### src/rtl/riscv_lsu.sv
// Load/store unit: turns a core load/store request into one data-memory access
// with byte-lane alignment, sign/zero extension, misalignment and timeout faults.
module riscv_lsu #(
  parameter int unsigned TIMEOUT = 16
) (
  input  logic        clk,
  input  logic        rst_n,
  input  logic        core_req_i,
  input  logic        core_we_i,
  input  logic [2:0]  core_size_i,
  input  logic [31:0] core_addr_i,
  input  logic [31:0] core_wd_i,
  output logic [31:0] core_rd_o,
  output logic        core_stall_o,
  output logic        err_o,
  output logic        mem_req_o,
  output logic        mem_we_o,
  output logic [3:0]  mem_be_o,
  output logic [31:0] mem_addr_o,
  output logic [31:0] mem_wd_o,
  input  logic [31:0] mem_rdata_i,
  input  logic        mem_ack_i
);

  typedef enum logic [1:0] {S_IDLE, S_WAIT, S_DONE} state_e;

  state_e      state_q, state_d;
  logic [7:0]  cnt_q, cnt_d;
  logic        we_q, we_d;
  logic [2:0]  size_q, size_d;
  logic [31:0] addr_q, addr_d;
  logic [31:0] wd_q, wd_d;
  logic [3:0]  be_q, be_d;
  logic [31:0] rd_q, rd_d;
  logic        err_q, err_d;

  logic        req_legal;
  logic [3:0]  req_be;
  logic [31:0] req_wd;
  logic [31:0] lane_b, lane_h, load_data;

  // Request decode; stores only accept the signed B/H/W encodings.
  always_comb begin
    req_legal = 1'b0;
    req_be    = 4'b1111;
    req_wd    = core_wd_i;
    case (core_size_i)
      3'b000, 3'b100: req_legal = !(core_we_i && core_size_i[2]);
      3'b001, 3'b101: req_legal = !(core_we_i && core_size_i[2]) && !core_addr_i[0];
      3'b010:         req_legal = (core_addr_i[1:0] == 2'b00);
      default:        req_legal = 1'b0;
    endcase
    case (core_size_i[1:0])
      2'b00: begin
        req_be = 4'b0001 << core_addr_i[1:0];
        req_wd = {4{core_wd_i[7:0]}};
      end
      2'b01: begin
        req_be = 4'b0011 << {core_addr_i[1], 1'b0};
        req_wd = {2{core_wd_i[15:0]}};
      end
      default: begin
        req_be = 4'b1111;
        req_wd = core_wd_i;
      end
    endcase
  end

  always_comb begin
    lane_b    = mem_rdata_i >> {addr_q[1:0], 3'b000};
    lane_h    = mem_rdata_i >> {addr_q[1], 4'b0000};
    load_data = mem_rdata_i;
    case (size_q)
      3'b000:  load_data = {{24{lane_b[7]}}, lane_b[7:0]};
      3'b100:  load_data = {24'd0, lane_b[7:0]};
      3'b001:  load_data = {{16{lane_h[15]}}, lane_h[15:0]};
      3'b101:  load_data = {16'd0, lane_h[15:0]};
      default: load_data = mem_rdata_i;
    endcase
  end

  always_comb begin
    state_d = state_q;
    cnt_d   = cnt_q;
    we_d    = we_q;
    size_d  = size_q;
    addr_d  = addr_q;
    wd_d    = wd_q;
    be_d    = be_q;
    rd_d    = rd_q;
    err_d   = 1'b0;
    case (state_q)
      S_IDLE: begin
        if (core_req_i) begin
          if (req_legal) begin
            we_d    = core_we_i;
            size_d  = core_size_i;
            addr_d  = core_addr_i;
            wd_d    = req_wd;
            be_d    = req_be;
            cnt_d   = 8'd0;
            state_d = S_WAIT;
          end else begin
            err_d   = 1'b1;
            rd_d    = 32'd0;
            state_d = S_DONE;
          end
        end
      end
      S_WAIT: begin
        // Ack is checked first so an ack in the final counted cycle still completes.
        if (mem_ack_i) begin
          rd_d    = we_q ? 32'd0 : load_data;
          state_d = S_DONE;
        end else if (cnt_q == 8'(TIMEOUT - 1)) begin
          err_d   = 1'b1;
          rd_d    = 32'd0;
          state_d = S_DONE;
        end else begin
          cnt_d = cnt_q + 8'd1;
        end
      end
      S_DONE:  state_d = S_IDLE;
      default: state_d = S_IDLE;
    endcase
  end

  always_ff @(posedge clk or negedge rst_n) begin
    if (!rst_n) begin
      state_q <= S_IDLE;
      cnt_q   <= 8'd0;
      we_q    <= 1'b0;
      size_q  <= 3'd0;
      addr_q  <= 32'd0;
      wd_q    <= 32'd0;
      be_q    <= 4'd0;
      rd_q    <= 32'd0;
      err_q   <= 1'b0;
    end else begin
      state_q <= state_d;
      cnt_q   <= cnt_d;
      we_q    <= we_d;
      size_q  <= size_d;
      addr_q  <= addr_d;
      wd_q    <= wd_d;
      be_q    <= be_d;
      rd_q    <= rd_d;
      err_q   <= err_d;
    end
  end

  assign mem_req_o    = (state_q == S_WAIT);
  assign mem_we_o     = mem_req_o && we_q;
  assign mem_be_o     = be_q;
  assign mem_addr_o   = {addr_q[31:2], 2'b00};
  assign mem_wd_o     = wd_q;
  assign core_rd_o    = rd_q;
  assign err_o        = err_q;
  assign core_stall_o = ((state_q == S_IDLE) && core_req_i) || (state_q == S_WAIT);

endmodule

### config.mk
export PLATFORM = sky130hd
export DESIGN_NAME = riscv_lsu
export DESIGN_NICKNAME = d
export VERILOG_FILES = /design/src/rtl/riscv_lsu.sv
export SDC_FILE = /design/constraint.sdc
export NUM_CORES = 1
export LEC_CHECK = 0
export ABC_CLOCK_PERIOD_IN_PS = 3300
export CAP_MARGIN = 20
export CORE_MARGIN = 2
export CORE_UTILIZATION = 49
export DETAILED_ROUTE_END_ITERATION = 10
export MAX_ROUTING_LAYER = met4
export PLACE_DENSITY = 0.89
export SLEW_MARGIN = 0
export SYNTH_ARGS = -nofsm -noshare
export SYNTH_HDL_FRONTEND = slang
export SYNTH_SLANG_ARGS = --single-unit
### constraint.sdc
create_clock -name clk -period 3.3 [get_ports clk]
set_clock_uncertainty 0.05 [all_clocks]
set_input_delay 0.495 -clock clk [delete_from_list [all_inputs] [get_ports clk]]
set_output_delay 0.495 -clock clk [all_outputs]
set_load 0.05 [all_outputs]
# == Word level (Yosys, flattened, before mapping) ==
# Cells that the tools add are included.
# word_totals
wordCells,74
register_bits,115
out_inout_bits,104
inputBits,104
# op_classes
reduce_logical,19
n_eq_ne,16
addsub,1
n_shift,4
n_mux,25
# ops
cell,count
$mux 32,5
$pmux 32 s2,2
$pmux 32 s4,1
$mux 8,4
$shr 32x5->16,1
$shr 32x5->8,1
$pmux 8 s2,1
$eq 3x3->1 const B,4
$ne 2x2->1 const B,5
$add 8x1->8 const B,1
$eq 8x4->1 const B,1
$mux 2,4
$pmux 4 s2,1
$eq 3x1->1 const B,2
$logic_not 2->1,3
$logic_not 3->1,2
$reduce_and 5->1,1
$eq 2x1->1 const B,2
$logic_and 1x1->1,4
$mux 1,4
$pmux 2 s2,1
$reduce_and 4->1,1
$reduce_or 2->1,2
$shl 1x2->4 const A,1
10 further kinds,11

# == Longest topological paths before layout ==
# logic_depth
word_depth,7
mapped_depth,7
depth_no_buf,5

# == Least setup slack after synthesis ==
# No wires, ideal clock.
# synth_timing
path_type,input-to-reg
startpoint,input core_req_i
endpoint,register rd_q[28] (netlist: core_rd_o[28])
required_time_ps,3124
arrival_time_ps,2092
slack_ps,1033
path_buffers,1
setup_ps,126
cell_stages,5
cell_sequence,nor2_1 > nor2_1 > o311ai_4 > buf_2 > a221o_1
# synth_via
elab_chain_cells,2
# synth_rtl
element,line_no,rtl
from (decl),8,"input logic core_req_i,"
$ne 2x2->1 (no source line),-,
$reduce_and 4->1 (no source line),-,
to (signal assigned),147,rd_q <= rd_d;
to (decl),34,"logic [31:0] rd_q, rd_d;"
# Every way passes these cells.
# A chain may end at the register's enable or synchronous reset.

# == Worst setup path in the final report ==
# layout_timing
startpoint,register state_q[1]
endpoint,output mem_we_o
# layout_via
elab_chain_cells,2
# layout_rtl
element,line_no,rtl
from (decl),27,"state_e state_q, state_d;"
from (signal assigned),140,state_q <= state_d;
$eq 2x1->1,152,assign mem_req_o = (state_q == S_WAIT);
$logic_and 1x1->1,153,assign mem_we_o = mem_req_o && we_q;
to (decl),17,"output logic mem_we_o,"
# Every way passes these cells.

==> flow_metrics.env <==
export IMPL_synth_top_family_by_area="multiplexers"
export IMPL_die_w_um=112
export IMPL_fin_nets=773
export IMPL_synth_cell_type_count=46
export IMPL_portBuffers=205
export IMPL_antenna_found_initial=0
export IMPL_path_max_fanout=5
export IMPL_diodes=0
export IMPL_fin_crit_ps=2760
export IMPL_drt_drc_violations_left=0
export IMPL_drt_pre_antenna_iters=6
export IMPL_postSynthCellCount=496
export IMPL_place_gp_congestion=0.861
export IMPL_drive_gt1_frac=0.147
export IMPL_critPathTopFamily="buffers and inverters"
export IMPL_async_flop_share=1.00
export IMPL_required_ps=2750
export IMPL_routed_wl_um=16000
export IMPL_via_per_inst=5.65
export IMPL_dieHeight_um=112
export IMPL_fin_hold_ws_ps=86.1
export IMPL_fmax_ghz=0.362
export IMPL_syn_area_um2=5740
export IMPL_crit_path_end_kind="primary output"
export IMPL_power_mw=9.09
export IMPL_critPathSlowestCell="clkdlybuf4s50_1"
export IMPL_rows=39
export IMPL_ys_ff_latch=115
export IMPL_cp_num_buf_inv=2
export IMPL_yosysTopAreaCellShare=0.502
export IMPL_cp_start_kind="register"
export IMPL_ys_warn_count=0
export IMPL_hold_buffers=0
export IMPL_ys_seq_area_frac=0.502
export IMPL_overflow=0
export IMPL_clockRootBuffer="clkbuf_16"
export IMPL_areaGrowthSynthToFinish_pct=43.1
export IMPL_worstMarginPinSlew_ps=921
export IMPL_clock_latency_ps=410
export IMPL_slowest_delay_ps=830
export IMPL_place_area_um2=7660
export IMPL_synth_compound_area_share=0.137
export IMPL_synthTopCellsByArea="dfrtp_1, mux2_2, mux2i_1"
export IMPL_clockBufferDepth=2
export IMPL_antenna_left=0
export IMPL_grtUsageTotal=0.266
export IMPL_tritoncts="built"
export IMPL_htreeDepth=4
export IMPL_postLayoutCellArea_um2=8210
export IMPL_netlist_top_cells_count="dfrtp_1, nand2_1, mux2_2, mux2i_1, o21ai_0"
export IMPL_synthSimpleGateAreaFrac=0.0912
export IMPL_maxSlewHeadroom=0.386
export IMPL_yosysMostFrequentCell="dfrtp_1"
export IMPL_worst_slack_ps=537
export IMPL_drv_cap=0
export IMPL_leakagePower_nw=3.63
export IMPL_yosys_area_share_xor_xnor=0
export IMPL_start_util=0.502
export IMPL_hold_class="primary input to asynchronous set/reset pin"
export IMPL_grt_max_degree=75
export IMPL_worstPathCellList="nand2b_1, inv_1, and2_1, clkdlybuf4s50_1"
export IMPL_synth_edf_count=0
export IMPL_grt_pass1_vias=4911
export IMPL_dp_hpwl_um=11300
export IMPL_dpl_worst_slack_ps=612
export IMPL_vias=4649
export IMPL_cts_sinks=115
export IMPL_fillers=790
export IMPL_fp_coreArea_um2=11400
export IMPL_rsz0062_at_grt="false"
export IMPL_cp_arrival_ps=2220
export IMPL_grt_first_pass_wirelength_um=25300
export IMPL_finalHoldViolCount=0
export IMPL_ir_drop_v=0.000793
export IMPL_finalCritPeriodShare=0.837
export IMPL_setup_tns_final_ps=0
export IMPL_synthAdderAreaFrac=0.00218
export IMPL_dp_cells=792
export IMPL_synth_ff_type="dfrtp_1"
export IMPL_wl_per_cell_um=19.4
export IMPL_finalSetupViolCount=0
export IMPL_cts_buffers_inserted=17
export IMPL_postCtsSetupBuffers=0
export IMPL_outcome="completed"
export IMPL_syn_avg_cell_area_um2=11.6
export IMPL_yosysTopAreaCell="dfrtp_1"
export IMPL_clk_pin_slew_ps=50
export IMPL_drt_initial_drc_count=374
export IMPL_utilization=0.719
export IMPL_finalNonFillerCells=823
export IMPL_ios=208
export IMPL_dieArea_um2=12600
export IMPL_maxSlewViolCount=0
export IMPL_powerDensity_nw_per_um2=1110
export IMPL_critPathKind="register to primary output"
export IMPL_postCtsResizedCells=0
export IMPL_synth_mux_area_frac=0.187
==> per-layer routing <==
metal	track usage	share of wire	vias up	wire length, um
li1	-	-	2081	-
met1	0.294	0.37	2245	5990
met2	0.436	0.50	269	7950
met3	0.0815	0.090	54	1440
met4	0.140	0.037	0	589
met5	-	0	-	0
==> kinds of logic after synthesis <==
group / after synthesis
flops: 115
simple gates: 107
compound gates: 103
mux: 91
buf+inv: 78
fa+ha+maj: 1
other cells: 1
==> worst paths after layout <==
path | start | end | slack, ps | depth (start not counted)
max | state_q[1] | mem_we_o | 540 | 4
min | rst_n | addr_q[22] | 90 | 1
max reg2reg | state_q[1] | core_rd_o[19] | 820 | 5
min reg2reg | mem_wd_o[12] | mem_wd_o[12] | 420 | 2
max in group asynchronous | rst_n | mem_wd_o[19] | 2340 | 2
min in group clk | mem_wd_o[12] | mem_wd_o[12] | 420 | 2
==> placed cells by master (no fill, tap or decap), drive strengths merged, types with 4 or more instances in the layout <==
cell type and count:
clkdlybuf4s50 204, dfrtp 115, nand2 51, mux2 50, mux2i 37, o21ai 35, clkbuf 26, a221o 18
nand2b 17, nor2 17, inv 16, a21oi 13, buf 10, o2bb2ai 8, a221oi 6, a21o 5
nor2b 5, a211oi 5, nand3 4, mux4 4, clkinv 4
==> state kept, by name (all words and copies together), names as in the netlist <==
signal,count
addr_q,32
cnt_q,8
core_rd_o,32
err_o,1
mem_be_o,4
mem_wd_o,32
size_q,3
state_q,2
we_q,1
==> layout make-up <==
cell class / instances / area, um^2 / share of cell area
Sequential cell: 115 / 2880 / 0.351
Multi-Input combinational cell: 304 / 2400 / 0.293
Timing Repair Buffer: 214 / 2140 / 0.261
Clock buffer: 26 / 499 / 0.0608
Tap cell: 143 / 179 / 0.0218
Inverter: 16 / 60.1 / 0.00731
Clock inverter: 5 / 50.0 / 0.00610
==> power breakdown <==
part | internal (mW) | switching (mW)
Combinational | 1.76 | 3.09
Sequential | 2.04 | 0.487
Clock | 1.10 | 0.613
Total | 4.91 | 4.19
(Power assumes the default switching activity.)
